<file path="src/rtl/multiplier_controller_taint_track_1bit_pkg.sv">
// Shared state encoding, control-bundle type and output decode for the
// taint-tracked shift-add multiplier controller.
package mult_pkg;

  localparam int MULT_DEFAULT_WIDTH = 4;

  typedef enum logic [2:0] {
    IDLE  = 3'd0,
    INIT  = 3'd1,
    CHECK = 3'd2,
    ADD   = 3'd3,
    SHIFT = 3'd4,
    DONE  = 3'd5
  } mult_ctrl_state_e;

  typedef struct packed {
    logic rsclear;
    logic mrld;
    logic mdld;
    logic rsload;
    logic rsshr;
    logic done;
  } mult_ctrl_t;

  // Moore decode: each state owns a fixed set of datapath strobes.
  function automatic mult_ctrl_t ctrl_decode(input mult_ctrl_state_e s);
    mult_ctrl_t c;
    c = '{rsclear: 1'b0, mrld: 1'b0, mdld: 1'b0, rsload: 1'b0, rsshr: 1'b0, done: 1'b0};
    case (s)
      INIT: begin
        c.rsclear = 1'b1;
        c.mrld    = 1'b1;
        c.mdld    = 1'b1;
      end
      ADD:     c.rsload = 1'b1;
      SHIFT:   c.rsshr  = 1'b1;
      DONE:    c.done   = 1'b1;
      default: c.done   = 1'b0;
    endcase
    return c;
  endfunction

endpackage

</file>
<file path="src/rtl/multiplier_controller_taint_track_1bit_counter.sv">
// Bit-position counter for the multiplier controller; last flags the final
// multiplier bit so the FSM never lets the count wrap.
module mult_bit_counter #(
  parameter int WIDTH = 4,
  parameter int CNT_W = $clog2(WIDTH)
) (
  input  logic             clk,
  input  logic             rst_n,
  input  logic             clear_i,
  input  logic             inc_i,
  output logic [CNT_W-1:0] count_o,
  output logic             last_o
);

  logic [CNT_W-1:0] count_q;

  // Count register: clear wins over increment.
  always_ff @(posedge clk) begin
    if (!rst_n) begin
      count_q <= {CNT_W{1'b0}};
    end else if (clear_i) begin
      count_q <= {CNT_W{1'b0}};
    end else if (inc_i) begin
      count_q <= count_q + CNT_W'(1);
    end else begin
      count_q <= count_q;
    end
  end

  assign count_o = count_q;
  assign last_o  = (count_q == CNT_W'(WIDTH - 1));

endmodule

</file>
<file path="src/rtl/multiplier_controller_taint_track_1bit.sv">
// Control FSM for the 1-bit taint-tracked shift-add multiplier.
// Optional build macro MULT_CTRL_TAINT_CLEAR_EN drops the sticky taint when DONE returns to IDLE.
module multiplier_controller_taint_track_1bit
  import mult_pkg::*;
#(
  parameter int WIDTH = MULT_DEFAULT_WIDTH
) (
  input  logic             clk,
  input  logic             rst_n,
  input  logic             start,
  input  logic             start_t,
  input  logic [WIDTH-1:0] multiplierReg,
  input  logic             multiplierReg_t,
  output logic             rsclear,
  output logic             mrld,
  output logic             mdld,
  output logic             rsload,
  output logic             rsshr,
  output logic             rsclear_t,
  output logic             mrld_t,
  output logic             mdld_t,
  output logic             rsload_t,
  output logic             rsshr_t,
  output logic             done,
  output logic             done_t
);

  localparam int CNT_W = $clog2(WIDTH);

  mult_ctrl_state_e state_q, state_d;
  logic             state_t_q, state_t_d;
  mult_ctrl_t       ctrl_q;
  logic             cnt_clear_s;
  logic             cnt_inc_s;
  logic [CNT_W-1:0] count_s;
  logic             last_s;

  mult_bit_counter #(
    .WIDTH (WIDTH),
    .CNT_W (CNT_W)
  ) u_counter (
    .clk     (clk),
    .rst_n   (rst_n),
    .clear_i (cnt_clear_s),
    .inc_i   (cnt_inc_s),
    .count_o (count_s),
    .last_o  (last_s)
  );

  // Next state and taint: taint absorbs every input that steered a branch.
  always_comb begin
    state_d     = state_q;
    state_t_d   = state_t_q;
    cnt_clear_s = 1'b0;
    cnt_inc_s   = 1'b0;
    case (state_q)
      IDLE: begin
        state_t_d = state_t_q | start_t;
        if (start) begin
          state_d = INIT;
        end else begin
          state_d = IDLE;
        end
      end
      INIT: begin
        cnt_clear_s = 1'b1;
        state_d     = CHECK;
      end
      CHECK: begin
        state_t_d = state_t_q | multiplierReg_t;
        if (multiplierReg[count_s]) begin
          state_d = ADD;
        end else begin
          state_d = SHIFT;
        end
      end
      ADD: begin
        state_d = SHIFT;
      end
      SHIFT: begin
        if (last_s) begin
          state_d = DONE;
        end else begin
          cnt_inc_s = 1'b1;
          state_d   = CHECK;
        end
      end
      DONE: begin
        state_d = IDLE;
`ifdef MULT_CTRL_TAINT_CLEAR_EN
        state_t_d = 1'b0;
`else
        state_t_d = state_t_q;
`endif
      end
      default: begin
        state_d = IDLE;
      end
    endcase
  end

  // State, taint and strobes registered together so outputs track the state.
  always_ff @(posedge clk) begin
    if (!rst_n) begin
      state_q   <= IDLE;
      state_t_q <= 1'b0;
      ctrl_q    <= ctrl_decode(IDLE);
    end else begin
      state_q   <= state_d;
      state_t_q <= state_t_d;
      ctrl_q    <= ctrl_decode(state_d);
    end
  end

  assign rsclear   = ctrl_q.rsclear;
  assign mrld      = ctrl_q.mrld;
  assign mdld      = ctrl_q.mdld;
  assign rsload    = ctrl_q.rsload;
  assign rsshr     = ctrl_q.rsshr;
  assign done      = ctrl_q.done;
  assign rsclear_t = state_t_q;
  assign mrld_t    = state_t_q;
  assign mdld_t    = state_t_q;
  assign rsload_t  = state_t_q;
  assign rsshr_t   = state_t_q;
  assign done_t    = state_t_q;

endmodule

</file>
<file path="config.mk">
export PLATFORM = sky130hd
export DESIGN_NAME = multiplier_controller_taint_track_1bit
export DESIGN_NICKNAME = d
export VERILOG_FILES = /design/src/rtl/multiplier_controller_taint_track_1bit_pkg.sv /design/src/rtl/multiplier_controller_taint_track_1bit_counter.sv /design/src/rtl/multiplier_controller_taint_track_1bit.sv
export SDC_FILE = /design/constraint.sdc
export NUM_CORES = 1
export LEC_CHECK = 0
export ABC_AREA = 1
export CORE_MARGIN = 2
export CORE_UTILIZATION = 25
export CTS_CLUSTER_SIZE = 40
export DETAILED_ROUTE_END_ITERATION = 16
export PLACE_DENSITY = 0.52
export SLEW_MARGIN = 25
export SYNTH_ARGS = -nofsm -noshare
export SYNTH_HDL_FRONTEND = slang
export SYNTH_HIERARCHICAL = 1
export SYNTH_SLANG_ARGS = --single-unit
</file>
<file path="constraint.sdc">
create_clock -name clk -period 1.5 [get_ports clk]
set_input_delay 0.375 -clock clk [delete_from_list [all_inputs] [get_ports clk]]
set_output_delay 0.375 -clock clk [all_outputs]
set_load 0.1 [all_outputs]
</file>
-- Word level (Yosys, flattened, before mapping)
Cells that the tools add are included.
- bits in registers: 12
- input bits: 9
- output and inout bits: 12
- $add $sub $neg: 1
- order comparisons: 1
- equality and inequality tests: 9
- mux-type cells: 14
- bitwise operators: 3
- reduce and logical (&&, ||, !) cells: 3
- operators with widths (operator ; count):
    one-hot mux 3 bit (5 select lines) ; 1
    equality test 3 x 2 -> 1 bit, second input constant ; 3
    equality test 3 bit, second input constant ; 3
    two-way mux 3 bit ; 3
    two-way mux 1 bit ; 8
    equality test 3 x 1 -> 1 bit, second input constant ; 2
    zero test 3 bit ; 1
    < comparator 2 x 3 -> 1 bit, second input constant ; 1
    adder 2 x 1 -> 2 bit, second input constant ; 1
    binary-select mux 1 bit (select 2 bit) ; 1
    equality test 2 bit, second input constant ; 1
    OR 1 bit ; 2
    one-hot mux 1 bit (2 select lines) ; 1
    nonzero test 2 bit ; 1
    OR reduction 2 bit ; 1
    NOT 1 bit ; 1

-- Depth between registers and ports, before layout
Gate-level depths: netlist of run 1.
- depth after elaboration: 6
- depth in mapped cells: 8
- mapped depth without buffers: 8

-- Modules after synthesis
The synthesis of run 1 kept the hierarchy.
- modules (own cells, without submodules) (module ; instances ; cells each ; area an instance (µm²)):
    multiplier_controller_taint_track_1bit ; 1 ; 59 ; 421.7
    mult_bit_counter ; 1 ; 14 ; 97.6

-- Worst setup path before layout of run 1
OpenSTA, ideal clock, no wires.
- path type: reg2out
- from: register state_t_q, in the netlist done_t
- to: output mdld_t
- arrival time: 1.445 ns
- required time: 1.125 ns
- setup slack: -0.320 ns
- cell stages (with the launch flop): 2
- buffers on the path: 1
- cell sequence: dfxtp_1 -> buf_4
- RTL lines (element ; RTL line ; source):
    from (decl) ; multiplier_controller_taint_track_1bit.sv:31 ; logic state_t_q, state_t_d;
    from (signal assigned) ; multiplier_controller_taint_track_1bit.sv:110 ; state_t_q <= state_t_d;
    to (decl) ; multiplier_controller_taint_track_1bit.sv:21 ; output logic mdld_t,
No word-level cell between the ends.

-- Final worst setup path of run 1
- from: register state_t_q, in the netlist done_t
- to: output done_t
- RTL lines (element ; RTL line ; source):
    to (decl) ; multiplier_controller_taint_track_1bit.sv:25 ; output logic done_t
No word-level cell between the ends.

==> results.cfg, run 1 <==
[outcome]
outcome = completed

[timing]
rsz0062_at_grt = false
tns_ns = 0
skew_ns = 0.00298
setup_viol = 0
worstMarginPinSlew_ns = 0.320
hold_slack_ns = 0.509
maxSlewViolCount = 0
fin_crit_sh = 0.921
max_freq_mhz = 724
finalHoldViolations = 0
layout_min_cycle_time_ns = 1.38
maxSlewHeadroom = 0.787

[cells_and_area]
layout-drive-gt1-share = 0.289
layout.nets = 101
syn2layout_area_growth_pct = 65.5
diodes = 0
num-fill-cells = 212

[setup_path]
crit_cells = 1
rr_worst_depth = 6
cp.arrival_ns = 1.01
r2r_start = u_counter/count_o[0]
required_ns = 1.12
cp_max_fo = 7
cp_cell_sequence = buf_12
cpPeakStageDelay_ns = 0.52
start_kind = register
crit_start = done_t
cp_top_family = flip-flops
path_class = reg2out
critPathSlowestCell = dfxtp_2
crit_buf_inv = 1
worst_setup_path_end_kind = output pin

[yosys]
synthCells = 73
synth_area_um2 = 519
synth_area_leaders = dfxtp_1 (39%), nand2_1 (12%), buf_4 (10%)
synthArstFlopShare = 0
synth_cell_types = 16
synth_edf_count = 0
avgSynthCellArea_um2 = 7.11
synth.most_common_cell = nand2_1
yosysTopAreaCellShare = 0.386
synth_ff_type = dfxtp_1
yosys.area.top_type = dfxtp_1
yosysWarnings = 6
synthTopCellsByCount = nand2_1 (17), inv_1 (11), dfxtp_1 (10)
ys_seq_area_frac = 0.386
synth_fp_nets = 83
ys_ff_latch = 10

[clock_network]
insertion_delay_ns = 0.26
cts.clk_slew.worst_paths_ns = 0.07
cts_buffer_depth = 2
ctsHoldBuffers = 0
postCtsSetupBuffers = 0
root_buffer = clkbuf_4
h-tree-depth = 1
cts_made_buffers = 3
cts_tree = yes
cts_resized = 0
clock_sinks = 10

[floorplan]
die_x_um = 49.6
ios = 21
row_count = 16
die_y_um = 49.6
fp.coreArea_um2 = 1960
initial_utilization = 0.265
dieArea_um2 = 2460

[global_route]
grt_pass1_vias = 423
grt_pass1_wl_um = 1710
grt_overflow = 0
antenna_found_initial = 0
grtUsageTotal = 0.0928
grt_max_degree = 8

[min_path]
hold_class = reg2reg
min_path_cells = 2
worstHoldStart = u_counter/count_o[1]

[pwr]
clkPwrFrac = 0.247
power_frac_comb = 0.427
ir_worst_vdd_mv = 0.617
p_leak_nw = 0.389
net-switching-power_mw = 0.388
power_density_nw_per_um2 = 1120
internal-power_mw = 0.577
p_sw_frac = 0.402
seqPwrFrac = 0.326

[route]
wl_per_cell_um = 8.76
vias = 479
drt-total-wl_um = 1030
first_pass_iters = 3
drc = 0
drtIter0Drc = 5
routed_via_density = 4.09
drtAntennaViolNets = 0

[placement]
port_buffers = 20
gp_congestion = 0.748
hpwl_um = 852

[flow_run]
drv_cap = 0
[cells in the final DEF (no fill, tap or decap)]
| cell type | n |
|---|---|
| a21oi_1 | 4 |
| buf_12 | 12 |
| clkbuf_4 | 3 |
| clkbuf_8 | 1 |
| clkdlybuf4s50_1 | 8 |
| clkinv_1 | 2 |
| dfxtp_1 | 8 |
| dfxtp_2 | 2 |
| ha_1 | 1 |
| inv_1 | 11 |
| inv_2 | 2 |
| nand2_1 | 17 |
| nand3_1 | 6 |
| nand3_2 | 2 |
| nand3b_1 | 1 |
| nor2_1 | 4 |
| nor2_2 | 3 |
| nor3_2 | 1 |
| o21a_1 | 1 |
| o21ai_0 | 1 |
[flip-flops by register name (all words and copies together) (netlist names)]
| register | flops |
|---|---|
| state_q | 3 |
| u_counter/count_o | 2 |
| done | 1 |
| done_t | 1 |
| rsclear | 1 |
| rsload | 1 |
| rsshr | 1 |
[per-stage QoR]
step	utilization	instances	cell area (µm²)	power (mW)	worst slack, ns
floorplan	-	73	522	0.601	0.0511
global placement	0.420	113	823	0.735	0.118
detailed placement	0.420	113	823	0.736	0.102
CTS	0.438	117	860	0.981	0.0933
global route	0.438	117	860	1.00	0.0750
finish	0.438	117	860	0.965	0.118
[area by class of cell]
type                            count  area, µm²  share of cell area
Tap cell                           27       33.8              0.0393
Timing Repair Buffer               20        320               0.373
Sequential cell                    10        203               0.236
Inverter                           15       56.3              0.0655
Multi-Input combinational cell     41        210               0.245
Clock buffer                        4       36.3              0.0422
[final timing paths]
check	endpoint	slack [ns]
max	done_t	0.12
min	u_counter/count_o[1]	0.51
max reg2reg	rsshr	0.29
min reg2reg	u_counter/count_o[1]	0.51
[cell families (layout without fill, tap and decap cells)]
| group | Yosys count | in the layout | synth area share |
|---|---|---|---|
| flip-flops | 10 | 10 | 0.386 |
| buffers and inverters | 22 | 39 | 0.210 |
| adder cells (fa/ha/maj) | 1 | 1 | 0.0241 |
| AO/OA/AOI/OAI | 6 | 6 | 0.0626 |
| AND/OR/NAND/NOR | 34 | 34 | 0.318 |
[metal layers]
metal	part of all wire	vias to the layer above	track usage
li1	-	249	-
met1	0.44	210	0.101
met2	0.47	18	0.144
met3	0.073	2	0.0273
met4	0.019	0	0.0833
met5	0	-	0
[power groups by stage]
stage          clock network [mW]  logic, mW  registers [mW]
6_report                    0.238      0.412           0.315
5_1_grt                     0.261      0.426           0.318
4_1_cts                     0.250      0.415           0.316
3_5_place_dp                    0      0.414           0.322
3_3_place_gp                    0      0.413           0.322
2_1_floorplan                   0      0.246           0.356
No activity file was read; power rests on OpenSTA's default activity.
==> run 2, diff against run 1 <==
CELL_PAD_IN_SITES_DETAIL_PLACEMENT = 1   (was default)
CELL_PAD_IN_SITES_GLOBAL_PLACEMENT = 1   (was default)
PLACE_DENSITY = 0.7   (was 0.52)
==> results.cfg, run 2 (synthesis gave the netlist of run 1 again) <==
[cells_and_area]
fin_util = 0.438
largest_register_ffs = 3
largest-register = state_q
final_common_cell = nand2_1
layout.nets = 101
diodes = 0
final_cell_mix = nand2_1 (17), buf_12 (12), inv_1 (11), dfxtp_1 (8), clkdlybuf4s50_1 (8)
layout-drive-gt1-share = 0.289
num-fill-cells = 252
syn2layout_area_growth_pct = 65.5

[route]
wl_per_cell_um = 11.1
drtIter0Drc = 1
drc = 0
vias = 496
first_pass_iters = 3
drtAntennaViolNets = 0
routed_via_density = 4.24
drt-total-wl_um = 1290

[timing]
setup_viol = 0
skew_ns = 0.000451
hold_slack_ns = 0.513
fin_crit_sh = 0.929
layout_min_cycle_time_ns = 1.39
worst_slack_ns = 0.106
finalHoldViolations = 0
worstMarginPinSlew_ns = 0.322
maxSlewHeadroom = 0.785
rsz0062_at_grt = false
maxSlewViolCount = 0
tns_ns = 0
max_freq_mhz = 717

[clock_network]
ctsHoldBuffers = 0
root_buffer = clkbuf_4
cts_resized = 0
cts_tree = yes
insertion_delay_ns = 0.27
cts_buffer_depth = 2
cts_made_buffers = 3
cts.clk_slew.worst_paths_ns = 0.07
clock_sinks = 10
postCtsSetupBuffers = 0
h-tree-depth = 1

[min_path]
min_path_cells = 2
hold_class = reg2reg
worstHoldStart = u_counter/count_o[1]

[global_route]
grtUsageTotal = 0.133
grt_max_degree = 8
grt_pass1_vias = 535
grt_pass1_wl_um = 2400
antenna_found_initial = 0
grt_overflow = 0

[placement]
port_buffers = 20
hpwl_um = 1100
pre_cts_ws_ns = 0.0913
gp_congestion = 0.764

[floorplan]
row_count = 16
initial_utilization = 0.265
fp.coreArea_um2 = 1960
dieArea_um2 = 2460
ios = 21
die_y_um = 49.6
die_x_um = 49.6

[setup_path]
cp.arrival_ns = 1.02
worst_setup_path_end_kind = output pin
critPathSlowestCell = dfxtp_2
path_class = reg2out
crit_start = done_t
rr_worst_depth = 6
required_ns = 1.12
cp_top_family = flip-flops
start_kind = register
crit_buf_inv = 1
cpPeakStageDelay_ns = 0.53
cp_cell_sequence = buf_12
r2r_start = u_counter/count_o[0]
cp_max_fo = 7
crit_cells = 1

[outcome]
outcome = completed

[flow_run]
drv_cap = 0

[pwr]
p_leak_nw = 0.389
ir_worst_vdd_mv = 0.841
power_density_nw_per_um2 = 1140
[run 2: routing by layer]
metal / global-route usage / share of wire / up-vias
li1: - / - / 250
met3: 0.0545 / 0.082 / 2
met2: 0.247 / 0.55 / 18
met5: 0 / 0 / -
met4: 0.0509 / 0.0077 / 0
met1: 0.131 / 0.36 / 226
[run 2: path summary, 6_finish.rpt]
kind / to / slack (ns)
max: mdld_t / 0.11
min: u_counter/count_o[1] / 0.51
max reg2reg: rsshr / 0.26
min reg2reg: u_counter/count_o[1] / 0.51
[run 2: power by group]
part           leakage, nW  switching (mW)  total [mW]  internal (mW)
registers           0.0821          0.0345       0.316          0.282
logic                0.286           0.269       0.417          0.148
clock network       0.0210           0.101       0.248          0.147
[run 2: layout make-up]
class / instances / area (µm²) / area share
Tap cell: 27 / 33.8 / 0.0393
Sequential cell: 10 / 203 / 0.236
Inverter: 15 / 56.3 / 0.0655
Clock buffer: 4 / 36.3 / 0.0422
Multi-Input combinational cell: 41 / 210 / 0.245
Timing Repair Buffer: 20 / 320 / 0.373
[run 2: per-stage QoR]
step | std cells | total power, mW | instance area, µm²
2_1_floorplan | 73 | 0.601 | 522
3_5_place_dp | 113 | 0.743 | 823
4_1_cts | 117 | 0.994 | 860
6_report | 117 | 0.981 | 860
3_3_place_gp | 113 | 0.734 | 823
5_1_grt | 117 | 1.03 | 860
==> run 3, diff against run 2 <==
SLEW_MARGIN = 20   (was 25)
TNS_END_PERCENT = 30   (was default)
==> results.cfg, run 3 (synthesis gave the netlist of run 1 again) <==
[outcome]
outcome = completed

[floorplan]
fp.coreArea_um2 = 1960
initial_utilization = 0.265
die_x_um = 49.6
ios = 21
dieArea_um2 = 2460
die_y_um = 49.6
row_count = 16

[setup_path]
required_ns = 1.12
crit_start = done_t
cp_max_fo = 7
cp.arrival_ns = 1.01
start_kind = register
path_class = reg2out
worst_setup_path_end_kind = output pin
cp_top_family = flip-flops
critPathSlowestCell = dfxtp_2
cp_cell_sequence = buf_12
crit_buf_inv = 1
r2r_start = u_counter/count_o[0]
cpPeakStageDelay_ns = 0.52

[timing]
layout_min_cycle_time_ns = 1.39
rsz0062_at_grt = false
finalHoldViolations = 0
hold_slack_ns = 0.512
skew_ns = 0.00349
maxSlewViolCount = 0
maxSlewHeadroom = 0.788
worstMarginPinSlew_ns = 0.319
fin_crit_sh = 0.925
setup_viol = 0
max_freq_mhz = 720

[min_path]
hold_class = reg2reg
worstHoldStart = u_counter/count_o[1]

[clock_network]
ctsHoldBuffers = 0
insertion_delay_ns = 0.27
clock_sinks = 10
cts.clk_slew.worst_paths_ns = 0.07
cts_tree = yes
cts_made_buffers = 3
cts_buffer_depth = 2
root_buffer = clkbuf_4
h-tree-depth = 1
cts_resized = 0
postCtsSetupBuffers = 0

[global_route]
antenna_found_initial = 0
grt_pass1_vias = 477
grt_pass1_wl_um = 2130
grt_overflow = 0
grt_max_degree = 8
grtUsageTotal = 0.114

[flow_run]
drv_cap = 0

[route]
drt-total-wl_um = 1190
drtIter0Drc = 8
vias = 478
wl_per_cell_um = 10.1
drtAntennaViolNets = 0
routed_via_density = 4.09
drc = 0
first_pass_iters = 4

[pwr]
finalPower_mw = 0.977
p_leak_nw = 0.389
power_density_nw_per_um2 = 1140
ir_worst_vdd_mv = 0.492

[cells_and_area]
diodes = 0
final_cell_mix = nand2_1 (17), buf_12 (12), inv_1 (11), dfxtp_1 (9), clkdlybuf4s50_1 (8)
fin_util = 0.438
final_common_cell = nand2_1
layout-drive-gt1-share = 0.278
syn2layout_area_growth_pct = 65.3
largest_register_ffs = 3
layout.nets = 101
largest-register = state_q

[placement]
port_buffers = 20
gp_congestion = 0.779
hpwl_um = 979
[run 3: per-stage QoR]
| step | std cells | setup TNS [ns] | cell area, µm² | setup WS [ns] |
|---|---|---|---|---|
| final | 117 | 0 | 858 | 0.112 |
| after global routing | 117 | 0 | 858 | 0.0740 |
| after CTS | 117 | 0 | 858 | 0.0978 |
| after detailed placement | 113 | 0 | 822 | 0.0895 |
| after global placement | 113 | 0 | 822 | 0.119 |
| after floorplan | 73 | -0.498 | 520 | -0.249 |
[run 3: worst paths after layout]
| check | slack [ns] | cells past startpoint | end |
|---|---|---|---|
| max | 0.11 | 1 | rsclear_t |
| min | 0.51 | 2 | u_counter/count_o[1] |
| max reg2reg | 0.28 | 6 | rsshr |
| min reg2reg | 0.51 | 2 | u_counter/count_o[1] |
[run 3: area by class of cell]
type | count | area (µm²)
Clock buffer | 4 | 36.3
Fill cell | 243 | 1100
Inverter | 15 | 56.3
Multi-Input combinational cell | 41 | 210
Sequential cell | 10 | 201
Tap cell | 27 | 33.8
Timing Repair Buffer | 20 | 320
[run 3: per-layer routing]
layer / vias up / share of wire / GRT usage
li1: 249 / - / -
met1: 206 / 0.41 / 0.127
met2: 19 / 0.48 / 0.184
met3: 4 / 0.085 / 0.0515
met4: 0 / 0.016 / 0.0556
met5: - / 0 / 0
[run 3: report_power, final]
part / switching (mW) / internal, mW
sequential: 0.0343 / 0.281
combinational: 0.266 / 0.148
clock: 0.100 / 0.147
total: 0.400 / 0.576
